==> src/rtl/dmem_port_arbiter.sv <==
// Shares the data-memory port between the core MEM stage and a debug/host master.
// The core has fixed priority, and a starvation counter forces one host grant after MAX_WAIT denials.
module dmem_port_arbiter #(
  parameter int unsigned XLEN     = 32,
  parameter int unsigned MAX_WAIT = 8
) (
  input  logic            clock,
  input  logic            reset,
  input  logic            core_req,
  input  logic            core_wren,
  input  logic [XLEN-1:0] core_address,
  input  logic [1:0]      core_mode,
  input  logic [XLEN-1:0] core_data,
  output logic            core_stall,
  output logic [XLEN-1:0] core_q,
  input  logic            host_valid,
  output logic            host_ready,
  input  logic            host_wren,
  input  logic [XLEN-1:0] host_address,
  input  logic [1:0]      host_mode,
  input  logic [XLEN-1:0] host_data,
  output logic            host_rsp_valid,
  output logic [XLEN-1:0] host_rsp_data,
  output logic [XLEN-1:0] mem_address,
  output logic [1:0]      mem_mode,
  output logic [XLEN-1:0] mem_data,
  output logic            mem_wren,
  input  logic [XLEN-1:0] mem_q
);

  typedef enum logic [1:0] {
    RSP_NONE,
    RSP_CORE,
    RSP_HOST_RD,
    RSP_HOST_WR
  } rsp_state_e;

  localparam logic [3:0] MAX_WAIT_C = 4'(MAX_WAIT);

  rsp_state_e state_q, state_d;
  logic [3:0] wait_cnt_q, wait_cnt_d;
  logic       grant_host, grant_core;

  always_ff @(posedge clock) begin
    if (reset) begin
      state_q    <= RSP_NONE;
      wait_cnt_q <= '0;
    end else begin
      state_q    <= state_d;
      wait_cnt_q <= wait_cnt_d;
    end
  end

  always_comb begin
    grant_host     = 1'b0;
    grant_core     = 1'b0;
    core_stall     = 1'b0;
    host_ready     = 1'b0;
    mem_address    = core_address;
    mem_mode       = core_mode;
    mem_data       = core_data;
    mem_wren       = 1'b0;
    wait_cnt_d     = wait_cnt_q;
    state_d        = RSP_NONE;
    core_q         = mem_q;
    host_rsp_valid = 1'b0;
    host_rsp_data  = '0;

    // Grants are suppressed while reset is held so nothing reaches memory mid-reset.
    grant_host = !reset && host_valid && (!core_req || wait_cnt_q == MAX_WAIT_C);
    grant_core = !reset && core_req && !grant_host;
    core_stall = core_req && grant_host;
    host_ready = grant_host;

    if (grant_host) begin
      mem_address = host_address;
      mem_mode    = host_mode;
      mem_data    = host_data;
    end
    mem_wren = (grant_host && host_wren) || (grant_core && core_wren);

    if (grant_host || !host_valid) begin
      wait_cnt_d = '0;
    end else if (core_req && wait_cnt_q != MAX_WAIT_C) begin
      wait_cnt_d = wait_cnt_q + 4'd1;
    end

    // Memory read data lands one cycle later, so remember who owns it.
    if (grant_host) begin
      state_d = host_wren ? RSP_HOST_WR : RSP_HOST_RD;
    end else if (grant_core) begin
      state_d = RSP_CORE;
    end

    host_rsp_valid = !reset && (state_q == RSP_HOST_RD || state_q == RSP_HOST_WR);
    if (!reset && state_q == RSP_HOST_RD) begin
      host_rsp_data = mem_q;
    end
  end

endmodule

==> config.mk <==
export PLATFORM = sky130hd
export DESIGN_NAME = dmem_port_arbiter
export DESIGN_NICKNAME = d
export VERILOG_FILES = /design/src/rtl/dmem_port_arbiter.sv
export SDC_FILE = /design/constraint.sdc
export NUM_CORES = 1
export LEC_CHECK = 0
export CELL_PAD_IN_SITES_DETAIL_PLACEMENT = 1
export CELL_PAD_IN_SITES_GLOBAL_PLACEMENT = 1
export CORE_ASPECT_RATIO = 0.6
export CORE_MARGIN = 3
export CORE_UTILIZATION = 12
export DETAILED_ROUTE_END_ITERATION = 8
export PLACE_DENSITY = 0.83
export SLEW_MARGIN = 20
export SYNTH_ARGS = -nofsm -noshare
export SYNTH_HDL_FRONTEND = slang
export SYNTH_SLANG_ARGS = --single-unit
==> constraint.sdc <==
create_clock -name clock -period 3.45 [get_ports clock]
set_clock_uncertainty 0.15 [all_clocks]
set_input_delay 1.035 -clock clock [delete_from_list [all_inputs] [get_ports clock]]
set_output_delay 1.035 -clock clock [all_outputs]
set_load 0.05 [all_outputs]
==> results of run 1 <==
==> timing repair <==
| item | 4_1_cts | 5_1_grt |
|---|---|---|
| gates resized for setup | 104 | 68 |
| setup endpoints to repair | 101 | 98 |
| pin swaps | 1 | 0 |
| cloned | 3 | 2 |
| buffers inserted | 4 | 1 |
==> cells by family after synthesis <==
group,share of synthesized area (%)
xor+xnor,1.02
mux,49.6
compound gates,2.33
buf+inv,20.8
simple gates,17.8
flops,6.99
fa+ha+maj,1.46
==> power by group through the flow <==
stage	Sequential [uW]	Clock, uW	Combinational (uW)
after floorplan	73.4	0	441
after global placement	73.5	0	841
after detailed placement	73.9	0	854
after CTS	73.1	193	927
after global routing	73.6	196	998
final	73.4	190	970
==> per-stage QoR <==
stage / TNS (ns) / setup slack, ns
final: -0.0292 / -0.00773
after global routing: -1.22 / -0.0369
after CTS: -2.44 / -0.0595
after detailed placement: -32.24 / -0.394
after global placement: -27.80 / -0.357
after floorplan: 0 / 0.132
==> state kept, by name, summed over array words and instances (netlist names) <==
name and count:
state_q 2, wait_cnt_q 4
==> synthesized netlist by cell type (3+ instances only) <==
cell type | n | share of area (%)
and2_1 | 33 | 12
buf_12 | 3 | 3.5
buf_4 | 35 | 15
clkbuf_1 | 3 | 0.66
dfxtp_1 | 6 | 7.0
inv_1 | 3 | 0.66
mux2_2 | 37 | 24
mux2_4 | 29 | 25
nand2_1 | 3 | 0.66
nor2b_1 | 3 | 1.1
nor3_1 | 3 | 0.87
==> routing by layer <==
metal,vias to the layer above,wire [microns],track usage (%)
met5,-,0,0
met4,0,143,2.40
met3,13,331,1.09
met2,58,7740,30.5
met1,1199,5860,20.3
li1,1141,-,-
==> final timing paths <==
kind	startpoint	endpoint	slack, ns	cells after the start
worst min-delay path	wait_cnt_q[0]	wait_cnt_q[0]	0.37	1
worst min register to register	wait_cnt_q[0]	wait_cnt_q[0]	0.37	1
worst max register to register	wait_cnt_q[0]	state_q[0]	1.99	5
worst max-delay path	reset	mem_address[23]	-0.008	7
==> worst register-to-register path, cell delays in order (launching register included) <==
cell      delay [ns]
dfxtp_1         0.34
inv_1           0.07
ha_1            0.20
nand3b_4        0.13
o21ai_0         0.32
a21oi_1         0.12
==> cell type report <==
cell class,instances,area [sq um],area share [%]
multi-input combinational,123,1420,23.0
inverter,3,11.3,0.183
tap,192,240,3.89
timing repair buffer,328,4300,69.8
clock buffer,3,75.1,1.22
sequential,6,120,1.95
==> impl_metrics.env, run 1 <==
export IMPL_drive_above_1_share_pct=57.7
export IMPL_swShare_pct=41.2
export IMPL_worstPathRequired_ns=2.26
export IMPL_drv_slew=0
export IMPL_p_per_area_nw_per_um2=200
export IMPL_crit_path_cell_trace="buf_6 -> nand2b_4 -> a21oi_4 -> buf_12 -> buf_8 -> mux2_2 -> buf_6"
export IMPL_crit_top_cell="buf_6"
export IMPL_cts_sinks=6
export IMPL_core_area_sq_um=13800
export IMPL_cp_arrival_ns=2.27
export IMPL_synth_cell_types=25
export IMPL_syn_inst=174
export IMPL_cp_top_family="buffers and inverters"
export IMPL_drtPass1Iterations=3
export IMPL_die_h_microns=98.7
export IMPL_syn2layout_area_growth_pct=259
export IMPL_outcome="finished with violations"
export IMPL_total_power_uw=1230
export IMPL_layout_common_cells="clkdlybuf4s50_1 (166), buf_12 (71), mux2_4 (60), buf_8 (43), buf_6 (33)"
export IMPL_grt_max_degree=33
export IMPL_static_leakage_power_uw=0.00263
export IMPL_cts_buffers=3
export IMPL_placed_area_sq_um=5390
export IMPL_p_comb_share_pct=78.6
export IMPL_via_per_inst=3.68
export IMPL_vdd_drop_max_v=0.000114
export IMPL_max_cap_violations=0
export IMPL_clkLatencyLatePin_ns=0.23
export IMPL_stdcell_count=655
export IMPL_fmax_ghz=0.289
export IMPL_final_common_cell="clkdlybuf4s50_1"
export IMPL_start_util_pct=12.4
export IMPL_ys_warn_count=0
export IMPL_power_switching_uw=509
export IMPL_grt_pass1_wl_mm=19.1
export IMPL_grt_pass1_vias=2806
export IMPL_cp_slowest_cell="mux2_2"
export IMPL_ios=304
export IMPL_ctsHtreeMaxLevel=1
export IMPL_die_w_microns=160
export IMPL_routabilityCongestion=0.888
export IMPL_n_antenna_cell=0
export IMPL_drc=0
export IMPL_root_buffer="clkbuf_16"
export IMPL_cts_buffer_depth=2
export IMPL_ys_async_sr_fraction_pct=0
export IMPL_crit_path_max_incr_delay_ns=0.34
export IMPL_synth_area_per_cell_sq_um=9.87
export IMPL_p_int_uw=725
export IMPL_ys_seq_area_share_pct=6.99
export IMPL_rsz0062_at_grt="true"
export IMPL_final_setup_viol_count=8
export IMPL_path_buf_inv=4
export IMPL_final_area_sq_um=6170
export IMPL_clkPwrFrac_pct=15.4
export IMPL_hold_viol_final=0
export IMPL_critPathLaunchType="input pin"
export IMPL_gr_total_overflow=0
export IMPL_vias=2411
export IMPL_port_buffer_count=303
export IMPL_cts_tree="yes"
export IMPL_drtIter0Drc=55
export IMPL_holdBufCountCts=0
export IMPL_grtUsageTotal_pct=16.0
export IMPL_cts_clk_slew_worst_paths_ns=0.03
export IMPL_whs_ns=0.366
export IMPL_endpoint_kind="primary output"
export IMPL_yosys_most_used_dff="dfxtp_1"
export IMPL_synth_edf_count=0
export IMPL_fin_ws_ns=-0.00773
export IMPL_wl_per_cell_microns=21.5
export IMPL_dp_cells=645
export IMPL_synth_area_sq_um=1720
export IMPL_synth_net_count=346
export IMPL_die_area_sq_um=15800
export IMPL_seqPwrFrac_pct=5.9
export IMPL_post_route_period_util_pct=100
export IMPL_place_hpwl_mm=11.8
export IMPL_slew_headroom_pct=77.5
export IMPL_path_class="in -> out"
export IMPL_drt_wl_total_mm=14.1
export IMPL_min_period_ns=3.46
export IMPL_crit_fanout=7
export IMPL_hp_class="reg -> reg"
export IMPL_drt_antenna_violating_nets=0
export IMPL_ys_ff_latch=6
export IMPL_worst_pin_slew_ns=0.335
export IMPL_nets=637
export IMPL_final_core_util_pct=44.6
export IMPL_fill_cells=1435
export IMPL_antenna_found_initial=0
export IMPL_core_rowCount=33
export IMPL_violations="setup timing"
(Power assumes the default switching activity.)
==> run 2: changes to the inputs <==
CORE_ASPECT_RATIO = unset   (was 0.6)
==> run 2 against run 1 <==
Effect of this change:
- the run still ends with setup timing left
- register-to-register slack better by 0.04 ns
- sequential cell count unchanged
- combinational power up 2.9%
- critical path depth unchanged
- routed wire length down 7.4%
- first-iteration DRC count up 33%
- final cell count down 0.92%
- worst setup slack worse by 0.040 ns
- design area up 2.8%
- hold slack better by 0.030 ns
- total power up 2.2%
- largest power group unchanged
==> impl_metrics.env, run 2 (same netlist as run 1, synthesis figures left out) <==
export IMPL_hp_class="reg -> reg"
export IMPL_dp_cells=635
export IMPL_stdcell_count=649
export IMPL_path_class="in -> out"
export IMPL_max_cap_violations=0
export IMPL_p_per_area_nw_per_um2=199
export IMPL_core_area_sq_um=13900
export IMPL_critPathLaunchType="input pin"
export IMPL_ios=304
export IMPL_multi_input_area_sq_um=1440
export IMPL_path_buf_inv=4
export IMPL_static_leakage_power_uw=0.00272
export IMPL_start_util_pct=12.3
export IMPL_fill_cells=1401
export IMPL_worst_pin_slew_ns=0.285
export IMPL_cts_sinks=6
export IMPL_cp_slowest_cell="mux2_4"
export IMPL_holdBufCountCts=0
export IMPL_via_per_inst=3.86
export IMPL_outcome="finished with violations"
export IMPL_cts_buffer_depth=2
export IMPL_wl_per_cell_microns=20.1
export IMPL_drtIter0Drc=73
export IMPL_min_period_ns=3.50
export IMPL_crit_fanout=5
export IMPL_worstPathRequired_ns=2.26
export IMPL_die_w_microns=126
export IMPL_rsz0062_at_grt="true"
export IMPL_ctsHtreeMaxLevel=1
export IMPL_drc=0
export IMPL_reg2reg_from="wait_cnt_q[0]"
export IMPL_whs_ns=0.396
export IMPL_cp_top_family="buffers and inverters"
export IMPL_place_hpwl_mm=10.4
export IMPL_total_power_uw=1260
export IMPL_cts_buffers=3
export IMPL_crit_path_max_incr_delay_ns=0.32
export IMPL_grt_pass1_wl_mm=18.6
export IMPL_clkLatencyLatePin_ns=0.23
export IMPL_cts_clk_slew_worst_paths_ns=0.03
export IMPL_hp_start="wait_cnt_q[0]"
export IMPL_largest_register="wait_cnt_q"
export IMPL_dp_worst_setup_slack_ns=-0.448
export IMPL_antenna_found_initial=0
export IMPL_drt_wl_total_mm=13.0
export IMPL_drt_antenna_violating_nets=0
export IMPL_drtPass1Iterations=4
export IMPL_crit_path_cell_trace="buf_6 -> nand2b_4 -> a21oi_4 -> buf_12 -> buf_8 -> mux2_4 -> buf_8"
export IMPL_startpoint="reset"
export IMPL_routabilityCongestion=0.953
export IMPL_n_antenna_cell=0
export IMPL_reg_top3="wait_cnt_q x4, state_q x2"
export IMPL_layout_common_cells="clkdlybuf4s50_1 (166), buf_12 (84), mux2_4 (66), buf_8 (45), and2_2 (29)"
export IMPL_die_area_sq_um=15800
export IMPL_grtUsageTotal_pct=15.3
export IMPL_core_rowCount=43
export IMPL_port_buffer_count=303
export IMPL_final_common_cell="clkdlybuf4s50_1"
export IMPL_crit_top_cell="buf_8"
export IMPL_fmax_ghz=0.286
export IMPL_vdd_drop_max_v=0.000112
export IMPL_cp_arrival_ns=2.31
export IMPL_grt_pass1_vias=2928
export IMPL_largest_reg_flops=4
export IMPL_final_setup_viol_count=61
export IMPL_seqCellArea_sq_um=120
export IMPL_post_route_period_util_pct=101
export IMPL_fin_ws_ns=-0.0476
export IMPL_die_h_microns=126
export IMPL_syn2layout_area_growth_pct=269
export IMPL_cts_tree="yes"
export IMPL_drv_slew=0
export IMPL_endpoint_kind="primary output"
export IMPL_grt_max_degree=33
export IMPL_slew_headroom_pct=80.8
export IMPL_gr_total_overflow=0
export IMPL_root_buffer="clkbuf_16"
export IMPL_violations="setup timing"
export IMPL_vias=2504
export IMPL_hold_viol_final=0
export IMPL_nets=643
export IMPL_drive_above_1_share_pct=58.2
[run 2: final timing paths]
path,end,slack (ns),cells past startpoint
max reg2reg,wait_cnt_q[0],2.03,5
min reg2reg,wait_cnt_q[0],0.40,1
max,mem_address[25],-0.05,7
min,wait_cnt_q[0],0.40,1
[run 2: area by class of cell]
| cell class | count | area share (%) |
|---|---|---|
| clock buffers | 3 | 1.18 |
| flip-flops and latches | 6 | 1.89 |
| repair buffers | 334 | 70.5 |
| multi-input cells | 123 | 22.7 |
| well taps | 180 | 3.55 |
| inverters | 3 | 0.178 |
[run 2: power breakdown]
group / internal (uW) / switching [uW]
combinational: 531 / 467
sequential: 71.7 / 1.50
clock: 149 / 41.1
[run 2: metrics by stage]
| step | TNS, ns | utilization, % | cell area (sq um) |
|---|---|---|---|
| after detailed placement | -36.12 | 39.6 | 5520 |
| after global routing | -3.93 | 45.5 | 6340 |
| after floorplan | 0 | - | 1770 |
| after CTS | -4.99 | 44.8 | 6250 |
| final | -1.35 | 45.5 | 6340 |
| after global placement | -28.40 | 39.6 | 5520 |
[run 2: metal layers]
layer	vias to the layer above	global-route usage, %	share of wire (%)
li1	1159	-	-
met1	1188	16.6	36
met2	146	30.5	56
met3	11	3.31	6.4
met4	0	2.42	1.2
met5	-	0	0
[run 2: repair_timing]
action | 4_1_cts | 5_1_grt
gates resized for setup | 146 | 23
setup buffers | 5 | 3
pin swaps | 1 | 0
endpoints found under the setup margin | 101 | 98
cloned | 4 | 2
==> run 3: changes to the inputs <==
SKIP_LAST_GASP = 1   (was unset)
==> results of run 3 <==
The final DEF is identical to that of run 2; final timing and power are the same.
Among the figures that moved: number of gates resized after CTS 146 -> 144; via count of the first global-routing pass 2928 -> 2925; met2 usage 30.5% -> 30.4%
